[src/rtl/riscv_pkg.sv]
// ============================================================================
// Module      : riscv_pkg
// Description : Shared RV32I encodings and load/store unit types: funct3
//               load/store constants, LSU state encoding, byte-enable
//               patterns and access-size decode helpers.
// Revision    : 1.0 - initial release
// ============================================================================
`default_nettype none

package riscv_pkg;

    // Load funct3 encodings
    localparam logic [2:0] FUNCT3_B  = 3'b000;
    localparam logic [2:0] FUNCT3_H  = 3'b001;
    localparam logic [2:0] FUNCT3_W  = 3'b010;
    localparam logic [2:0] FUNCT3_BU = 3'b100;
    localparam logic [2:0] FUNCT3_HU = 3'b101;

    // Store funct3 encodings
    localparam logic [2:0] FUNCT3_SB = 3'b000;
    localparam logic [2:0] FUNCT3_SH = 3'b001;
    localparam logic [2:0] FUNCT3_SW = 3'b010;

    // LSU state machine encoding
    typedef logic [1:0] lsu_state_t;
    localparam lsu_state_t LSU_IDLE = 2'd0;
    localparam lsu_state_t LSU_REQ  = 2'd1;
    localparam lsu_state_t LSU_WAIT = 2'd2;
    localparam lsu_state_t LSU_RESP = 2'd3;

    // Byte-enable patterns before lane shifting
    localparam logic [3:0] BE_BYTE = 4'b0001;
    localparam logic [3:0] BE_HALF = 4'b0011;
    localparam logic [3:0] BE_WORD = 4'b1111;

    // Access size encoding
    typedef logic [1:0] lsu_size_t;
    localparam lsu_size_t SIZE_B = 2'd0;
    localparam lsu_size_t SIZE_H = 2'd1;
    localparam lsu_size_t SIZE_W = 2'd2;

    // Access size implied by funct3; anything not byte/half is handled as a word
    function automatic lsu_size_t lsu_size(input logic [2:0] f3);
        case (f3)
            FUNCT3_B, FUNCT3_BU: lsu_size = SIZE_B;
            FUNCT3_H, FUNCT3_HU: lsu_size = SIZE_H;
            default:             lsu_size = SIZE_W;
        endcase
    endfunction

    // Encodings with no defined load or store meaning
    function automatic logic lsu_reserved(input logic we, input logic [2:0] f3);
        if (we) begin
            lsu_reserved = (f3 > FUNCT3_SW);
        end else begin
            lsu_reserved = (f3 == 3'b011) || (f3 == 3'b110) || (f3 == 3'b111);
        end
    endfunction

endpackage

`default_nettype wire

[src/rtl/riscv_lsu_load_align.sv]
// ============================================================================
// Module      : riscv_lsu_load_align
// Description : Combinational load-data aligner. Selects the addressed byte
//               or halfword from a memory word and sign/zero-extends it
//               according to the load funct3.
// Revision    : 1.0 - initial release
// ============================================================================
`default_nettype none

module riscv_lsu_load_align
    import riscv_pkg::*;
(
    input  logic [31:0] i_rdata,
    input  logic [1:0]  i_addr_lo,
    input  logic [2:0]  i_funct3,
    output logic [31:0] o_data
);

    logic [7:0]  w_byte;
    logic [15:0] w_half;

    // Lane selection and extension of the returned word
    always_comb begin
        w_byte = 8'h00;
        w_half = 16'h0000;
        o_data = i_rdata;
        case (i_addr_lo)
            2'd0:    w_byte = i_rdata[7:0];
            2'd1:    w_byte = i_rdata[15:8];
            2'd2:    w_byte = i_rdata[23:16];
            default: w_byte = i_rdata[31:24];
        endcase
        // Only a[1] picks the halfword; a[0] is ignored for halves
        w_half = i_addr_lo[1] ? i_rdata[31:16] : i_rdata[15:0];
        case (i_funct3)
            FUNCT3_B:  o_data = {{24{w_byte[7]}}, w_byte};
            FUNCT3_BU: o_data = {24'h000000, w_byte};
            FUNCT3_H:  o_data = {{16{w_half[15]}}, w_half};
            FUNCT3_HU: o_data = {16'h0000, w_half};
            default:   o_data = i_rdata;
        endcase
    end

endmodule

`default_nettype wire

[src/rtl/riscv_lsu.sv]
// ============================================================================
// Module      : riscv_lsu
// Description : RV32I load/store unit. Accepts one decoded load/store at a
//               time, drives a word-wide req/gnt/rvalid data memory port and
//               returns an aligned, extended load result (or error) as a
//               single-cycle response pulse. A response that does not arrive
//               within TIMEOUT_CYC cycles of the grant becomes a bus error.
//               Optional build macro RISCV_LSU_MISALIGN_TRAP_EN: misaligned
//               half/word accesses return an error without touching memory.
// Revision    : 1.0 - initial release
// ============================================================================
`default_nettype none

module riscv_lsu
    import riscv_pkg::*;
#(
    parameter int ADDR_W      = 32,
    parameter int TIMEOUT_CYC = 64
) (
    input  logic              clk,
    input  logic              rst,
    input  logic              req_valid,
    output logic              req_ready,
    input  logic              req_we,
    input  logic [2:0]        req_funct3,
    input  logic [ADDR_W-1:0] req_addr,
    input  logic [31:0]       req_wdata,
    output logic              mem_req,
    input  logic              mem_gnt,
    output logic              mem_we,
    output logic [ADDR_W-1:0] mem_addr,
    output logic [3:0]        mem_be,
    output logic [31:0]       mem_wdata,
    input  logic              mem_rvalid,
    input  logic [31:0]       mem_rdata,
    output logic              rsp_valid,
    output logic [31:0]       rsp_rdata,
    output logic              rsp_err
);

    localparam int CNT_W = $clog2(TIMEOUT_CYC + 1);
    localparam logic [CNT_W-1:0] c_cnt_last = CNT_W'(TIMEOUT_CYC - 1);

    lsu_state_t        r_state;
    logic [CNT_W-1:0]  r_cnt;
    logic [1:0]        r_addr_lo;
    logic [2:0]        r_funct3;
    logic              r_mem_we;
    logic [ADDR_W-1:0] r_mem_addr;
    logic [3:0]        r_mem_be;
    logic [31:0]       r_mem_wdata;
    logic [31:0]       r_rsp_rdata;
    logic              r_rsp_err;

    logic              w_accept;
    logic              w_reserved;
    logic              w_misalign;
    lsu_size_t         w_size;
    logic [3:0]        w_be;
    logic [31:0]       w_wdata;
    logic [31:0]       w_load_data;
    logic [31:0]       w_rsp_data;

    assign w_accept   = req_valid && (r_state == LSU_IDLE);
    assign w_reserved = lsu_reserved(req_we, req_funct3);
    assign w_size     = w_reserved ? SIZE_W : lsu_size(req_funct3);

`ifdef RISCV_LSU_MISALIGN_TRAP_EN
    assign w_misalign = ((w_size == SIZE_H) && req_addr[0]) ||
                        ((w_size == SIZE_W) && (req_addr[1:0] != 2'b00));
`else
    assign w_misalign = 1'b0;
`endif

    // Byte enables and lane-replicated store data for the incoming request
    always_comb begin
        w_be    = BE_WORD;
        w_wdata = req_wdata;
        case (w_size)
            SIZE_B: begin
                w_be    = BE_BYTE << req_addr[1:0];
                w_wdata = {4{req_wdata[7:0]}};
            end
            SIZE_H: begin
                w_be    = BE_HALF << {req_addr[1], 1'b0};
                w_wdata = {2{req_wdata[15:0]}};
            end
            default: begin
                w_be    = BE_WORD;
                w_wdata = req_wdata;
            end
        endcase
        if (!req_we) begin
            w_wdata = 32'h0000_0000;
        end
    end

    riscv_lsu_load_align u_load_align (
        .i_rdata   (mem_rdata),
        .i_addr_lo (r_addr_lo),
        .i_funct3  (r_funct3),
        .o_data    (w_load_data)
    );

    // Stores complete with zero data; loads return the extended lane
    assign w_rsp_data = r_mem_we ? 32'h0000_0000 : w_load_data;

    // Transaction state machine, request capture and response capture
    always_ff @(posedge clk or posedge rst) begin
        if (rst) begin
            r_state     <= LSU_IDLE;
            r_cnt       <= '0;
            r_addr_lo   <= 2'b00;
            r_funct3    <= 3'b000;
            r_mem_we    <= 1'b0;
            r_mem_addr  <= '0;
            r_mem_be    <= 4'b0000;
            r_mem_wdata <= 32'h0000_0000;
            r_rsp_rdata <= 32'h0000_0000;
            r_rsp_err   <= 1'b0;
        end else begin
            case (r_state)
                LSU_IDLE: begin
                    r_cnt <= '0;
                    if (w_accept) begin
                        r_addr_lo   <= req_addr[1:0];
                        r_funct3    <= req_funct3;
                        r_mem_we    <= req_we;
                        r_mem_addr  <= {req_addr[ADDR_W-1:2], 2'b00};
                        r_mem_be    <= w_be;
                        r_mem_wdata <= w_wdata;
                        if (w_reserved || w_misalign) begin
                            // Error responses never reach the memory port
                            r_rsp_rdata <= 32'h0000_0000;
                            r_rsp_err   <= 1'b1;
                            r_state     <= LSU_RESP;
                        end else begin
                            r_state <= LSU_REQ;
                        end
                    end
                end
                LSU_REQ: begin
                    if (mem_gnt) begin
                        if (mem_rvalid) begin
                            r_rsp_rdata <= w_rsp_data;
                            r_rsp_err   <= 1'b0;
                            r_state     <= LSU_RESP;
                        end else begin
                            // The grant cycle counts as the first waited cycle
                            r_cnt   <= CNT_W'(1);
                            r_state <= LSU_WAIT;
                        end
                    end
                end
                LSU_WAIT: begin
                    r_cnt <= r_cnt + CNT_W'(1);
                    if (mem_rvalid) begin
                        // Data beats a coincident timeout
                        r_rsp_rdata <= w_rsp_data;
                        r_rsp_err   <= 1'b0;
                        r_state     <= LSU_RESP;
                    end else if (r_cnt == c_cnt_last) begin
                        r_rsp_rdata <= 32'h0000_0000;
                        r_rsp_err   <= 1'b1;
                        r_state     <= LSU_RESP;
                    end
                end
                default: begin
                    r_state <= LSU_IDLE;
                end
            endcase
        end
    end

    assign req_ready = (r_state == LSU_IDLE);
    assign mem_req   = (r_state == LSU_REQ);
    assign mem_we    = r_mem_we;
    assign mem_addr  = r_mem_addr;
    assign mem_be    = r_mem_be;
    assign mem_wdata = r_mem_wdata;
    assign rsp_valid = (r_state == LSU_RESP);
    assign rsp_rdata = r_rsp_rdata;
    assign rsp_err   = r_rsp_err;

endmodule

`default_nettype wire

[config.mk]
export PLATFORM = sky130hd
export DESIGN_NAME = riscv_lsu
export DESIGN_NICKNAME = d
export VERILOG_FILES = /design/src/rtl/riscv_pkg.sv /design/src/rtl/riscv_lsu_load_align.sv /design/src/rtl/riscv_lsu.sv
export SDC_FILE = /design/constraint.sdc
export NUM_CORES = 1
export LEC_CHECK = 0
export CAP_MARGIN = 20
export CORE_MARGIN = 2
export CORE_UTILIZATION = 49
export CTS_CLUSTER_DIAMETER = 120
export DETAILED_ROUTE_END_ITERATION = 12
export GPL_ROUTABILITY_DRIVEN = 0
export GPL_TIMING_DRIVEN = 0
export PLACE_DENSITY = 0.95
export SYNTH_ARGS = -nofsm -noshare
export SYNTH_HDL_FRONTEND = slang
export SYNTH_SLANG_ARGS = --single-unit
[constraint.sdc]
create_clock -name clk -period 6.51 [get_ports clk]
set_clock_uncertainty 0.05 [all_clocks]
set_input_delay 1.302 -clock clk [delete_from_list [all_inputs] [get_ports clk]]
set_output_delay 1.302 -clock clk [all_outputs]
set_load 0.005 [all_outputs]
Word-level counts from Yosys, hierarchy flattened --
Cells that the tools add are included.
Operators by class: add/subtract/negate cells 1, $lt $le $gt $ge 1, equality and inequality tests 22, shift-type cells 2, muxes and demuxes 34, reduce and logical (&&, ||, !) cells 15
Operators with widths (count):
- $mux 32 | 8
- $pmux 32 s4 | 1
- $pmux 32 s3 | 1
- $pmux 32 s2 | 1
- $pmux 8 s3 | 1
- $pmux 7 s3 | 1
- $eq 3x3->1 const B | 6
- $mux 16 | 1
- $mux 7 | 2
- $mux 2 | 6
- $mux 1 | 8
- $ne 2x1->1 const B | 4
- $pmux 4 s2 | 1
- $add 7x1->7 const B | 1
- $eq 7x6->1 const B | 1
- $eq 2x1->1 const B | 3
- $eq 2x2->1 const B | 3
- $eq 3x1->1 const B | 2
- $logic_not 2->1 | 3
- $logic_not 3->1 | 2
- $pmux 2 s3 | 1
- $reduce_and 3->1 | 2
- $reduce_and 6->1 | 1
- $pmux 2 s2 | 1
- 12 further kinds | 14
Word-level totals: register bits 114, bits of input ports 105

Longest topological paths before layout --
Gate-level depths: netlist (run 1).
depth in word-level cells 8, gate-level depth with buffers 9

Cells and area by module --
A second synthesis (run 1) with hierarchy kept.
Unflattened totals: cells, all modules 675, area total of the unflattened synthesis 6059.6 um^2
By module, submodules not included:
- riscv_lsu | times used 1, cells an instance 542, area each 5089.9 um^2
- riscv_lsu_load_align | times used 1, cells an instance 133, area each 969.7 um^2

Worst setup path before layout (run 1) --
No wires, ideal clock.
path kind in2reg, start point input mem_rdata[31], end point register r_rsp_rdata[7] (netlist: rsp_rdata[7]), setup time 125 ps, data arrival time 2452 ps, setup slack 3883 ps, stages on the path 4, path buffers 0, path through mux4_2 > or3_1 > o2111a_1 > mux2_2
Between the ends: cells in the longest elaborated chain, start to end 6, elaborated cells on any way between the ends 7, those cells by class mux: 7
RTL lines:
- from (decl) | RTL line riscv_lsu.sv:35 | input logic [31:0] mem_rdata,
- $pmux 8 s3 * | RTL line riscv_lsu_load_align.sv:27 | case (i_addr_lo)
- $pmux 32 s4 * | RTL line riscv_lsu_load_align.sv:35 | case (i_funct3)
- $mux 32 * | RTL line riscv_lsu.sv:106 | assign w_rsp_data = r_mem_we ? 32'h0000_0000 : w_load_data;
- $mux 32 | RTL line riscv_lsu.sv:144 | if (mem_rvalid) begin
- $mux 32 | RTL line riscv_lsu.sv:143 | if (mem_gnt) begin
- $pmux 32 s3 * | RTL line riscv_lsu.sv:122 | case (r_state)
- to (signal assigned) | RTL line riscv_lsu.sv:145 | r_rsp_rdata <= w_rsp_data;
- to (signal assigned) | RTL line riscv_lsu.sv:159 | r_rsp_rdata <= w_rsp_data;
- to (decl) | RTL line riscv_lsu.sv:52 | logic [31:0] r_rsp_rdata;
Mark *: on every way between the ends. The rest lies on a longest branch, timed or not. The select of a mux whose other input is x is not followed. A chain may end at the register's enable or synchronous reset.

Worst setup path in the final report (run 1) --
start point input req_funct3[1], end point register r_rsp_rdata[13] (netlist: rsp_rdata[13])
Between the ends: cells in the longest elaborated chain, start to end 6, elaborated cells on any way between the ends 9, those cells by class order compare: 1; eq/ne: 4; mux: 1; reduce/logical: 3
RTL lines:
- from (decl) | RTL line riscv_lsu.sv:25 | input logic [2:0] req_funct3,
- parallel branches: the longest is 3 deep, another holds $gt 3x2->1
- $mux 1 * | RTL line riscv_pkg.sv:53 | if (we) begin
- $ne 2x1->1 (no source line) *
- $reduce_and 6->1 (no source line) *
Mark *: on every way between the ends.

==> out/qor.txt, run 1 <==
outcome: complete, no violations
ys async rst share: 100%
die height: 112 um
final core utilization: 75.6%
top_reg_cell synth: dfrtp_1
Mapped Cells: 617
sequential element share of the synthesized area: 49.6%
layout net count: 955
clock tree from TritonCTS: built
min-delay worst type: flop to flop
PD cells: 467 nW/um^2
Post-CTS Resized: 0
Final Setup Violations: 0
Setup TNS Final: 0 ps
leak pwr: 0.00376 uW
die area: 12600 um^2
total grt overflow: 0
min cycle time layout: 3450 ps
die width: 112 um
reg2reg end: rsp_rdata[13]$_DFFE_PP0P_
# hold bufs at CTS: 0
via count: 5806
Clock Sink Count: 114
Post-synth EDFFs: 0
Layout area overhead: 50.1%
#FFs+latches synth: 114
first-pass GRT wire length: 29700 um
HPWL after DPL: 13800 um
internal power component: 2550 uW
share of cells above drive strength 1: 6.76%
Worst Path Arrival: 3690 ps
Worst Hold End: mem_wdata[5]$_DFFE_PP0P_
Clk pwr share: 23.6%
Max Cap Viol: 0
CP required: 6740 ps
I/O pin cnt: 210
drt drc: 0
FMAX: 289 MHz
Max VDD drop: 0.299 mV
reg-to-reg slack, setup: 3810 ps
period utilization: 53.1%
Setup CP Type: input pin to flop
clk_lat worst skew: 410 ps
CORE AREA: 11400 um^2
kind of end point of the critical path: flop
DRT iter0 DRCs: 487
post-synth cell types: 48
diode count: 0
Comb power frac: 46.8%
IO Port Bufs: 207
RSZ-0062 raised after global routing: false
worst-case reg-to-reg path depth: 7
H-tree levels: 4
post-synthesis cell area: 5750 um^2
Setup crit start kind: input pin
Synthesis Warnings: 0
clock slew at reported path FFs: 60 ps
final hold vios: 0
row count: 39
Routed Antenna Nets: 0
Critical Path Fanout Max: 10
Avg Cell Area, Syn: 9.32 um^2
commonest non-fill, non-tap cell in the layout: clkdlybuf4s50_1
root buf cell: clkbuf_16
Worst Hold Launch: mem_wdata[5]$_DFFE_PP0P_
Net Sw Power: 1490 uW
TritonRoute pass-1 iters: 5
GRT Util Overall: 29.8%
Slew headroom: 42.1%
Hold Path Depth: 2
initial core utilization: 50.4%
worst hold margin: 419 ps
Sw Ratio: 36.8%
vias in the first global route: 5970
routed vias/inst: 5.80
DRT Wirelength: 18500 um
max-slew violations: 0
actual slew at the worst max-slew pin: 868 ps
commonest cells after routing, fill and taps aside: 207 x clkdlybuf4s50_1, 162 x nand2_1, 114 x dfrtp_1, 46 x o21ai_0, 39 x clkbuf_1
Inserted Clock Buffers: 17
initial antenna violation count: 0
CTS max path bufs: 2
reg2reg start: r_state[0]$_DFFE_PP0P_
largest net degree at the start of global routing: 71
post-CTS setup buffers: 0
routed wire length per instance: 18.5 um
sequential group share of total power: 29.6%
## routing by layer
metal / part of all wire [%] / track usage (%) / vias up
met5: 0 / 0 / -
met4: 4.2 / 14.2 / 0
met3: 8.1 / 8.15 / 71
met2: 49 / 49.1 / 299
met1: 39 / 36.4 / 2782
li1: - / - / 2654
## cells in the mapped netlist, types with 2 or more instances
cell / instances / area share [%]
nand3_1: 11 / 0.96
a32o_1: 6 / 1.0
a211oi_1: 8 / 1.0
inv_1: 15 / 0.98
dfrtp_1: 114 / 50
a21o_1: 2 / 0.26
o211ai_1: 7 / 0.91
mux2_2: 10 / 2.0
buf_2: 5 / 0.43
buf_1: 2 / 0.13
clkbuf_1: 39 / 2.5
nand3b_1: 7 / 0.91
mux2i_1: 20 / 3.5
nand2_1: 162 / 11
nand2b_1: 4 / 0.43
ha_1: 5 / 1.1
o2111ai_1: 16 / 2.4
a2111o_1: 2 / 0.39
a21oi_1: 13 / 1.1
nor2_1: 26 / 1.7
and2_1: 2 / 0.22
o21ai_0: 46 / 4.0
nor3b_1: 3 / 0.39
o2bb2ai_1: 22 / 3.3
and3_1: 2 / 0.22
nor2b_1: 6 / 0.65
a31oi_1: 4 / 0.43
buf_4: 3 / 0.39
o31ai_1: 36 / 4.7
## cell type report
class | instances | area (um^2)
Clock buffer | 17 | 425
Buffer | 49 | 201
Multi-Input combinational cell | 440 | 2650
Inverter | 15 | 58.8
Fill cell | 778 | 2780
Timing Repair Buffer | 208 | 2090
Tap cell | 143 | 179
Sequential cell | 114 | 2850
Clock inverter | 15 | 181
## state kept, by name, indices dropped and copies added (netlist names)
signal / flops
rsp_err: 1
rsp_rdata: 32
mem_addr: 30
mem_wdata: 32
r_state: 2
mem_we: 1
r_cnt: 7
r_addr_lo: 2
mem_be: 4
r_funct3: 3
## worst max path at each step
stage	startpoint	endpoint	slack (ps)
after CTS	req_funct3[1]	rsp_rdata[13]$_DFFE_PP0P_	3140
after detailed placement	req_funct3[1]	rsp_rdata[13]$_DFFE_PP0P_	2740
after floorplan	rst	mem_addr[10]$_DFFE_PP0P_	2140
after global placement	rst	rsp_rdata[1]$_DFFE_PP0P_	550
after global routing	req_funct3[1]	rsp_rdata[13]$_DFFE_PP0P_	2950
final	req_funct3[1]	rsp_rdata[13]$_DFFE_PP0P_	3060
## power by group through the flow
stage	Combinational, uW	Sequential (uW)	Clock (uW)
finish	1890	1200	951
global route	2050	1230	998
CTS	1880	1190	955
detailed placement	1860	1200	0
global placement	1810	1180	0
floorplan	907	1200	0
## worst max-delay path, stage by stage
cell	delay [ps]
clkdlybuf4s50_1	620
nand2_1	220
a2111oi_4	700
nand3_2	300
clkbuf_1	330
o2bb2ai_1	210
## stage by stage
step                power, uW  setup WS [ps]  instance area (um^2)  std cells
global placement         2990            555                  8010        968
global route             4280           2950                  8640       1001
CTS                      4030           3140                  8640       1001
detailed placement       3060           2740                  8030        969
finish                   4040           3060                  8640       1001
floorplan                2100           2140                  5760        618
## kinds of logic (layout without fill, tap and decap cells)
kind of cell | after synthesis | count (layout) | share of synthesized area (%)
other cells | 1 | 2 | 0.0652
mux | 32 | 32 | 6.03
flops | 114 | 114 | 49.6
fa+ha+maj | 5 | 5 | 1.09
compound gates | 171 | 171 | 21.7
buf+inv | 64 | 304 | 4.48
simple gates | 230 | 230 | 17.1
(Power assumes the default switching activity.)
==> run 2: changes to the inputs <==
--- a/config.mk
+++ b/config.mk
@@ -7,12 +7,12 @@
 export LEC_CHECK = 0
 export CAP_MARGIN = 20
 export CORE_MARGIN = 2
-export CORE_UTILIZATION = 49
+export CORE_UTILIZATION = 41
 export CTS_CLUSTER_DIAMETER = 120
 export DETAILED_ROUTE_END_ITERATION = 12
 export GPL_ROUTABILITY_DRIVEN = 0
 export GPL_TIMING_DRIVEN = 0
-export PLACE_DENSITY = 0.95
+export PLACE_DENSITY = 0.89
 export SYNTH_ARGS = -nofsm -noshare
 export SYNTH_HDL_FRONTEND = slang
 export SYNTH_SLANG_ARGS = --single-unit
==> constraint.sdc (replaced) <==
create_clock -name clk -period 2.92 [get_ports clk]
set_clock_uncertainty 0.05 [all_clocks]
set_input_delay 0.584 -clock clk [delete_from_list [all_inputs] [get_ports clk]]
set_output_delay 0.584 -clock clk [all_outputs]
set_load 0.005 [all_outputs]
==> run 2 against run 1 <==
- clock power is 130% higher
- die area is 19% higher
- critical path depth is 1 higher
- sequential share of layout area is 0.36 points lower
- cell area is 1.1% higher
- worst hold slack worse by 14 ps
- combinational power is 120% higher
- non-clock buffer count is 2 higher
- largest power group unchanged
==> out/qor.txt, run 2 (synthesis gave the netlist of run 1 again) <==
outcome: complete, no violations
post-CTS setup buffers: 0 (unchanged)
CP bufs+invs: 2 (unchanged)
die height: 122 um (+9.0%)
Slew headroom: 55.4% (+13 points)
drt drc: 0 (unchanged)
routed vias/inst: 5.48 (-5.5%)
H-tree levels: 4 (unchanged)
Setup CP Type: flop to flop
commonest cells after routing, fill and taps aside: 207 x clkdlybuf4s50_1, 162 x nand2_1, 114 x dfrtp_1, 46 x o21ai_0, 40 x clkbuf_1
Layout area overhead: 51.8%
placed cell areas: 8120 um^2 (+1.1%)
Max Cap Viol: 0 (unchanged)
CORE AREA: 13800 um^2 (+21%)
Max VDD drop: 0.665 mV (+120%)
# fillers: 1127 (+45%)
actual slew at the worst max-slew pin: 669 ps (-200 ps)
final hold vios: 0 (unchanged)
DRT Wirelength: 18400 um (-0.91%)
root buf cell: clkbuf_16
PD cells: 1030 nW/um^2 (+120%)
CP max stage cell: a2111oi_4
delay of the slowest critical-path stage: 690 ps (about the same)
final std cell area, no fill: 8730 um^2 (+1.1%)
total grt overflow: 0 (unchanged)
CP required: 3160 ps (-3580 ps)
dominant delay contributor by cell family on the critical path: compound AO/OA/AOI/OAI gates
Critical Path Fanout Max: 10 (unchanged)
HPWL after DPL: 13700 um (-0.73%)
die area: 15000 um^2 (+19%)
routed wire length per instance: 17.6 um (-4.6%)
# hold bufs at CTS: 0 (unchanged)
FMAX: 376 MHz
I/O pin cnt: 210 (unchanged)
met2 GRT Util: 38.4% (-11 points)
row count: 43 (+10%)
RSZ-0062 raised after global routing: false
GR Util met3: 8.41% (+0.26 points)
share of cells above drive strength 1: 6.86% (+0.10 points)
vias in the first global route: 5559 (-6.9%)
IO Port Bufs: 207 (unchanged)
Clock Sink Count: 114 (unchanged)
max-slew violations: 0 (unchanged)
Worst Path Arrival: 2900 ps (-790 ps)
initial antenna violation count: 0 (unchanged)
worst-path cell chain: inv_1 > ha_1 > nor2b_1 > a2111oi_4 > nand3_2 > clkbuf_1 > o2bb2ai_1
Setup TNS Final: 0 ps (unchanged)
min-delay worst type: input pin to asynchronous set/reset pin
GR Layer Usage met1: 31.3% (-5.0 points)
initial core utilization: 41.8% (-8.6 points)
commonest non-fill, non-tap cell in the layout: clkdlybuf4s50_1
clock slew at reported path FFs: 60 ps (about the same)
DRT iter0 DRCs: 498 (+2.3%)
diode count: 0 (unchanged)
layout net count: 957 (+0.21%)
clk_lat worst skew: 410 ps (about the same)
largest net degree at the start of global routing: 44 (-38%)
Routed Antenna Nets: 0 (unchanged)
via count: 5702 (-1.8%)
min cycle time layout: 2660 ps
clock tree from TritonCTS: built
Post-CTS Resized: 0 (unchanged)
Most Crowded Layer GR: met2
CTS max path bufs: 2 (unchanged)
Inserted Clock Buffers: 17 (unchanged)
die width: 122 um (+9.0%)
kind of end point of the critical path: flop
leak pwr: 0.00377 uW (+0.23%)
GRT Util Overall: 24.9% (-4.9 points)
period utilization: 91.2%
TritonRoute pass-1 iters: 5 (unchanged)
first-pass GRT wire length: 28500 um (-4.2%)
worst hold margin: 405 ps (-14.2 ps)
Setup crit start kind: flop
Final Setup Violations: 0 (unchanged)
==> run 2: per-layer routing <==
metal,part of all wire [%],vias up
li1,-,2663
met1,40,2718
met2,48,270
met3,8.8,51
met4,3.6,0
met5,0,-
==> run 2: worst register-to-register path: stages (launching register included) <==
cell and delay [ps]:
dfrtp_1 400, inv_1 80, ha_1 290, nor2b_1 210
a2111oi_4 690, nand3_2 290, clkbuf_1 320, o2bb2ai_1 210
==> run 2: path summary, 6_finish.rpt <==
check / slack, ps / start / endpoint / cells past startpoint
worst min register to register: 420 / mem_wdata[7]$_DFFE_PP0P_ / mem_wdata[7]$_DFFE_PP0P_ / 2
max in group asynchronous: 1750 / rst / mem_addr[11]$_DFFE_PP0P_ / 4
worst max-delay path: 260 / r_state[0]$_DFFE_PP0P_ / rsp_rdata[14]$_DFFE_PP0P_ / 7
worst min-delay path: 400 / rst / r_cnt[0]$_DFFE_PP0P_ / 2
worst max register to register: 260 / r_state[0]$_DFFE_PP0P_ / rsp_rdata[14]$_DFFE_PP0P_ / 7
min in group clk: 420 / mem_wdata[7]$_DFFE_PP0P_ / mem_wdata[7]$_DFFE_PP0P_ / 2
==> run 2: metrics by stage <==
stage               total power (uW)  utilization (%)  setup slack [ps]  cells
finish                          8990             63.4               257   1040
global route                    9560             63.4              79.1   1040
CTS                             9030             63.4               301   1040
detailed placement              6820             58.9             -71.7   1008
global placement                6710             58.5              -212   1005
floorplan                       4690                -               810    618
==> run 2: area by class of cell <==
class                           count  area, um^2  share of cell area, %
Buffer                             49         201                   2.31
Clock buffer                       20         457                   5.23
Clock inverter                     12         156                   1.79
Inverter                           15        60.1                  0.688
Multi-Input combinational cell    440        2650                   30.3
Sequential cell                   114        2850                   32.7
Tap cell                          180         225                   2.58
Timing Repair Buffer              210        2130                   24.4
==> run 2: power by group <==
group	switching, uW	internal (uW)
clock network	760	1390
logic	2110	2080
registers	397	2250
==> run 3: changes to the inputs <==
--- a/config.mk
+++ b/config.mk
@@ -7,12 +7,11 @@
 export LEC_CHECK = 0
 export CAP_MARGIN = 20
 export CORE_MARGIN = 2
-export CORE_UTILIZATION = 41
+export CORE_UTILIZATION = 29
 export CTS_CLUSTER_DIAMETER = 120
 export DETAILED_ROUTE_END_ITERATION = 12
-export GPL_ROUTABILITY_DRIVEN = 0
 export GPL_TIMING_DRIVEN = 0
-export PLACE_DENSITY = 0.89
+export PLACE_DENSITY = 0.69
 export SYNTH_ARGS = -nofsm -noshare
 export SYNTH_HDL_FRONTEND = slang
 export SYNTH_SLANG_ARGS = --single-unit
==> run 3 against run 2 <==
- via count is 3.6% lower
- critical path depth stayed put
- largest cell class unchanged
- clock power is 3% higher
- highest routed layer unchanged
- power is 0.80% higher
- first-iteration DRC count is 23% lower
==> out/qor.txt, run 3 (synthesis gave the netlist of run 1 again) <==
outcome: complete, no violations
Worst Hold Launch: mem_wdata[6]$_DFFE_PP0P_
Post-CTS Resized: 0 (unchanged)
post-CTS setup buffers: 0 (unchanged)
clock tree from TritonCTS: built
RSZ-0062 raised after global routing: false
root buf cell: clkbuf_16
Slew headroom: 52.9% (-2.5 points)
Clock Sink Count: 114 (unchanged)
# hold bufs at CTS: 0 (unchanged)
PD cells: 1020 nW/um^2 (-0.59%)
worst setup path startpoint: r_state[0]$_DFFE_PP0P_
routed vias/inst: 4.88 (-11%)
met2 GRT Util: 29.5% (-8.9 points)
HPWL after DPL: 14500 um (+5.9%)
DRT Wirelength: 19100 um (+4.1%)
H-tree levels: 4 (unchanged)
reg2reg start: r_state[0]$_DFFE_PP0P_
Most Crowded Layer GR: met2
Final Setup Violations: 0 (unchanged)
placed cell areas: 8220 um^2 (+1.3%)
first-pass GRT wire length: 29700 um (+4.2%)
total grt overflow: 0 (unchanged)
Routed Antenna Nets: 0 (unchanged)
CTS max path bufs: 2 (unchanged)
CORE AREA: 19500 um^2 (+41%)
I/O pin cnt: 210 (unchanged)
final hold vios: 0 (unchanged)
Critical Path Fanout Max: 10 (unchanged)
GR Util met3: 5.73% (-2.7 points)
die height: 145 um (+18%)
TritonRoute pass-1 iters: 5 (unchanged)
layout net count: 957 (unchanged)
Worst Path Arrival: 2920 ps (+20 ps)
IO Port Bufs: 207 (unchanged)
clock slew at reported path FFs: 60 ps (about the same)
Setup TNS Final: 0 ps (unchanged)
max-slew violations: 0 (unchanged)
initial antenna violation count: 0 (unchanged)
commonest non-fill, non-tap cell in the layout: clkdlybuf4s50_1
via count: 5497 (-3.6%)
initial core utilization: 29.6% (-12 points)
vias in the first global route: 5500 (-1.1%)
commonest cells after routing, fill and taps aside: 207 x clkdlybuf4s50_1, 162 x nand2_1, 114 x dfrtp_1, 46 x o21ai_0, 41 x clkbuf_1
row count: 51 (+19%)
largest net degree at the start of global routing: 38 (-14%)
post-place setup slack: -159 ps (-87.6 ps)
GR Layer Usage met1: 23.5% (-7.8 points)
leak pwr: 0.00377 uW (about the same)
kind of end point of the critical path: flop
period utilization: 91.5% (+0.28 points)
routed wire length per instance: 17.0 um (-3.9%)
die width: 145 um (+18%)
final std cell area, no fill: 8850 um^2 (+1.4%)
Inserted Clock Buffers: 17 (unchanged)
drt drc: 0 (unchanged)
min cycle time layout: 2670 ps (+8.18 ps)
clk_lat worst skew: 420 ps (about the same)
die area: 21000 um^2 (+40%)
GRT Util Overall: 18.5% (-6.4 points)
share of cells above drive strength 1: 6.74% (-0.12 points)
GP Congestion: 0.886
actual slew at the worst max-slew pin: 706 ps (+37.8 ps)
worst setup margin: 249 ps (-8.18 ps)
min-delay worst type: flop to flop
FMAX: 374 MHz (-0.31%)
Max Cap Viol: 0 (unchanged)
Setup crit start kind: flop
Setup CP Type: flop to flop
Max VDD drop: 0.426 mV (-36%)
Layout area overhead: 53.9%
CP required: 3160 ps (about the same)
final core utilization: 45.5% (-18 points)
DRT iter0 DRCs: 384 (-23%)
[run 3: cell count changes in the layout (fill, tap and decap cells not counted)]
cell and change:
clkinv_4 -2, bufinv_16 +1, clkbuf_1 +1, clkbuf_8 -1
clkinv_2 -1, clkinvlp_4 +1, diode_2 +1, inv_6 +1
[run 3: per-stage QoR]
| stage | hold slack, ps | total power [uW] | std cells |
|---|---|---|---|
| 2_1_floorplan | 412 | 4690 | 618 |
| 3_3_place_gp | 400 | 6800 | 1090 |
| 3_5_place_dp | 405 | 6860 | 1093 |
| 4_1_cts | 418 | 9130 | 1125 |
| 5_1_grt | 437 | 9690 | 1125 |
| 6_report | 416 | 9060 | 1126 |
[run 3: routing by layer]
layer | share of wire, % | up-vias
met5 | 0 | -
met3 | 7.3 | 38
li1 | - | 2652
met2 | 48 | 214
met1 | 43 | 2593
met4 | 2.5 | 0
[run 3: where the power goes]
part / internal (uW) / switching (uW) / leakage (uW)
registers: 2250 / 392 / 0.00148
logic: 2080 / 2110 / 0.00200
clock network: 1450 / 771 / 0.000289
total: 5790 / 3270 / 0.00377
[run 3: area by class of cell]
type | count | area (um^2)
fill | 1885 | 10600
sequential | 114 | 2850
multi-input combinational | 440 | 2650
timing repair buffer | 210 | 2130
clock buffer | 20 | 447
tap | 265 | 332
buffer | 49 | 201
clock inverter | 12 | 180
inverter | 15 | 60.1
antenna | 1 | 2.50
[run 3: worst max-delay path: stages (launching register included)]
cell and delay [ps]:
dfrtp_1 390, inv_1 80, ha_1 280, nor2b_1 200, a2111oi_4 720, nand3_2 310, clkbuf_1 330, o2bb2ai_1 200
[run 3: final timing paths]
kind | cells after the start | endpoint | slack (ps)
min in group asynchronous | 2 | mem_wdata[8]$_DFFE_PP0P_ | 470
max reg2reg | 7 | rsp_rdata[9]$_DFFE_PP0P_ | 250
max in group asynchronous | 4 | rsp_rdata[17]$_DFFE_PP0P_ | 1610
max | 7 | rsp_rdata[9]$_DFFE_PP0P_ | 250
min | 2 | mem_wdata[6]$_DFFE_PP0P_ | 420
min reg2reg | 2 | mem_wdata[6]$_DFFE_PP0P_ | 420
==> variant: new RTL, settings of run 3 <==
The parameter `ADDR_W` goes from 32 to 40.
--- a/src/rtl/riscv_lsu.sv
+++ b/src/rtl/riscv_lsu.sv
@@ -15,5 +15,5 @@
     import riscv_pkg::*;
 #(
-    parameter int ADDR_W      = 32,
+    parameter int ADDR_W      = 40,
     parameter int TIMEOUT_CYC = 64
 ) (
Interface: changed (resized mem_addr and req_addr); port bits go from 210 to 226. The function was not compared with the original's and may differ.
==> variant against run 3 <==
- hold slack improved by 0.00090 ns
- synthesized area up 5.2%
- routed wire length is 5.0% higher
- sequential cell count increased by 8
- maximum frequency down 0.47%
- worst setup slack worse by 0.013 ns
- total power up 3.6%
- cell area rose by 4.8%
- critical endpoint unchanged
- largest cell class unchanged
- highest routed layer unchanged
==> variant: results (changes against run 3) <==
Status: completed
Synth warnings: 0 (unchanged)
Adder and majority gate portion of the synthesized area: 1.034% (-0.053 points)
Worst slack, placed: -0.1288 ns (+0.03051 ns)
Mux contribution to synthesized area: 5.585% (-0.44 points)
Worst setup EP type: register
Synth area leaders: dfrtp_1 (50%), nand2_1 (12%), o31ai_1 (4.7%)
R2R depth: 7 (unchanged)
Slew HR: 41.81% (-11 points)
First-pass GRT wire length: 31,810 um (+7.1%)
Synth Area in XOR/XNOR: 0% (unchanged)
Slack of the critical path: 0.2366 ns (-0.01256 ns)
Drt initial violations: 306 (-20%)
Syn avg cell area: 9.319 sq um (about the same)
Pre-antenna DRT Iters: 4 (-1)
Post_cts resized: 0 (unchanged)
Clock Pin Slew Worst Setup and Hold Paths: 0.06 ns (about the same)
Inst Count DP: 1,146 (+4.8%)
Delay-heaviest family, CP: compound AO/OA/AOI/OAI gates
H-tree depth: 4 (unchanged)
Sequential area share after synthesis: 50.48% (+0.88 points)
Clk buf depth: 2 (unchanged)
Worst Hold Launch: mem_wdata[6]$_DFFE_PP0P_
Filler instances: 1,926 (+2.2%)
Nets@finish: 1,013 (+5.9%)
GRT Util Overall: 18.48% (-0.064 points)
Placed Area: 8686 sq um (+5.6%)
Post-synth top cells: nand2_1 (186), dfrtp_1 (122), o21ai_0 (45)
Vias in the first global route: 5,883 (+7.0%)
Port Buffers: 223 (+7.7%)
Pleak: 4.000 nW (+6.0%)
Final GP Congestion: 0.8877 (+0.20%)
Root buf cell: clkbuf_16
Routed vias/inst: 4.911 (+0.59%)
Worst Hold End: mem_wdata[6]$_DFFE_PP0P_
Hold path depth: 2 (unchanged)
Critical Path Max Stage Delay: 0.70 ns (-0.02 ns)
Compound-Gate Fraction of Synth Area: 20.71% (-0.98 points)
Synth cell types: 49 (+2.1%)
Dpl hpwl: 15,370 um (+6.1%)
Worst-path fanout max: 10 (unchanged)
Final cell count without fillers: 1,177 (+4.5%)
Startpoint Class: register
Peak VDD IR: 0.4252 mV (-0.20%)
Routed wire per std cell: 17.04 um (+0.49%)
Ratio of cells with drive above 1 in the final layout: 6.615% (-0.13 points)
Post-CTS Setup Inserts: 0 (unchanged)
Worst min path class: reg2reg
Ant. Diodes: 0 (-1)
Share of the synthesized area in the top cell type: 50.48% (+0.88 points)
Largest net degree at the start of global routing: 41 (+7.9%)
Worst hold margin: 0.4171 ns (+0.0008970 ns)
CTS Buf Count: 17 (unchanged)
## variant: cell count changes in the layout (fill, tap and decap cells not counted), moves of 3 or more
cell             delta
buf_1               +4
dfrtp_1             +8
clkbuf_1            -5
clkdlybuf4s50_1    +16
clkinvlp_4          -3
nand2_1            +24
## variant: where the power goes
group	leakage (nW)	switching (mW)	internal (mW)
sequential	1.58	0.425	2.42
clock	0.286	0.779	1.36
combinational	2.13	2.19	2.22
## variant: area by class of cell
class                      instances  area (sq um)  share of cell area (%)
timing repair buffer             226          2292                   24.70
buffer                            50         211.5                   2.279
multi-input combinational        463          2731                   29.44
inverter                          15         60.06                  0.6472
tap                              270         337.8                   3.641
clock inverter                    11         146.4                   1.578
clock buffer                      20         446.7                   4.814
sequential                       122          3053                   32.90
## variant: routing by layer
metal	routed length, um	vias to the layer above	share of wire, %	GRT usage (%)
met2	9518	197	47	30.14
met4	639	0	3.2	7.857
met5	0	-	0	0
met3	1426	40	7.1	5.798
li1	-	2780	-	-
met1	8477	2763	42	22.64
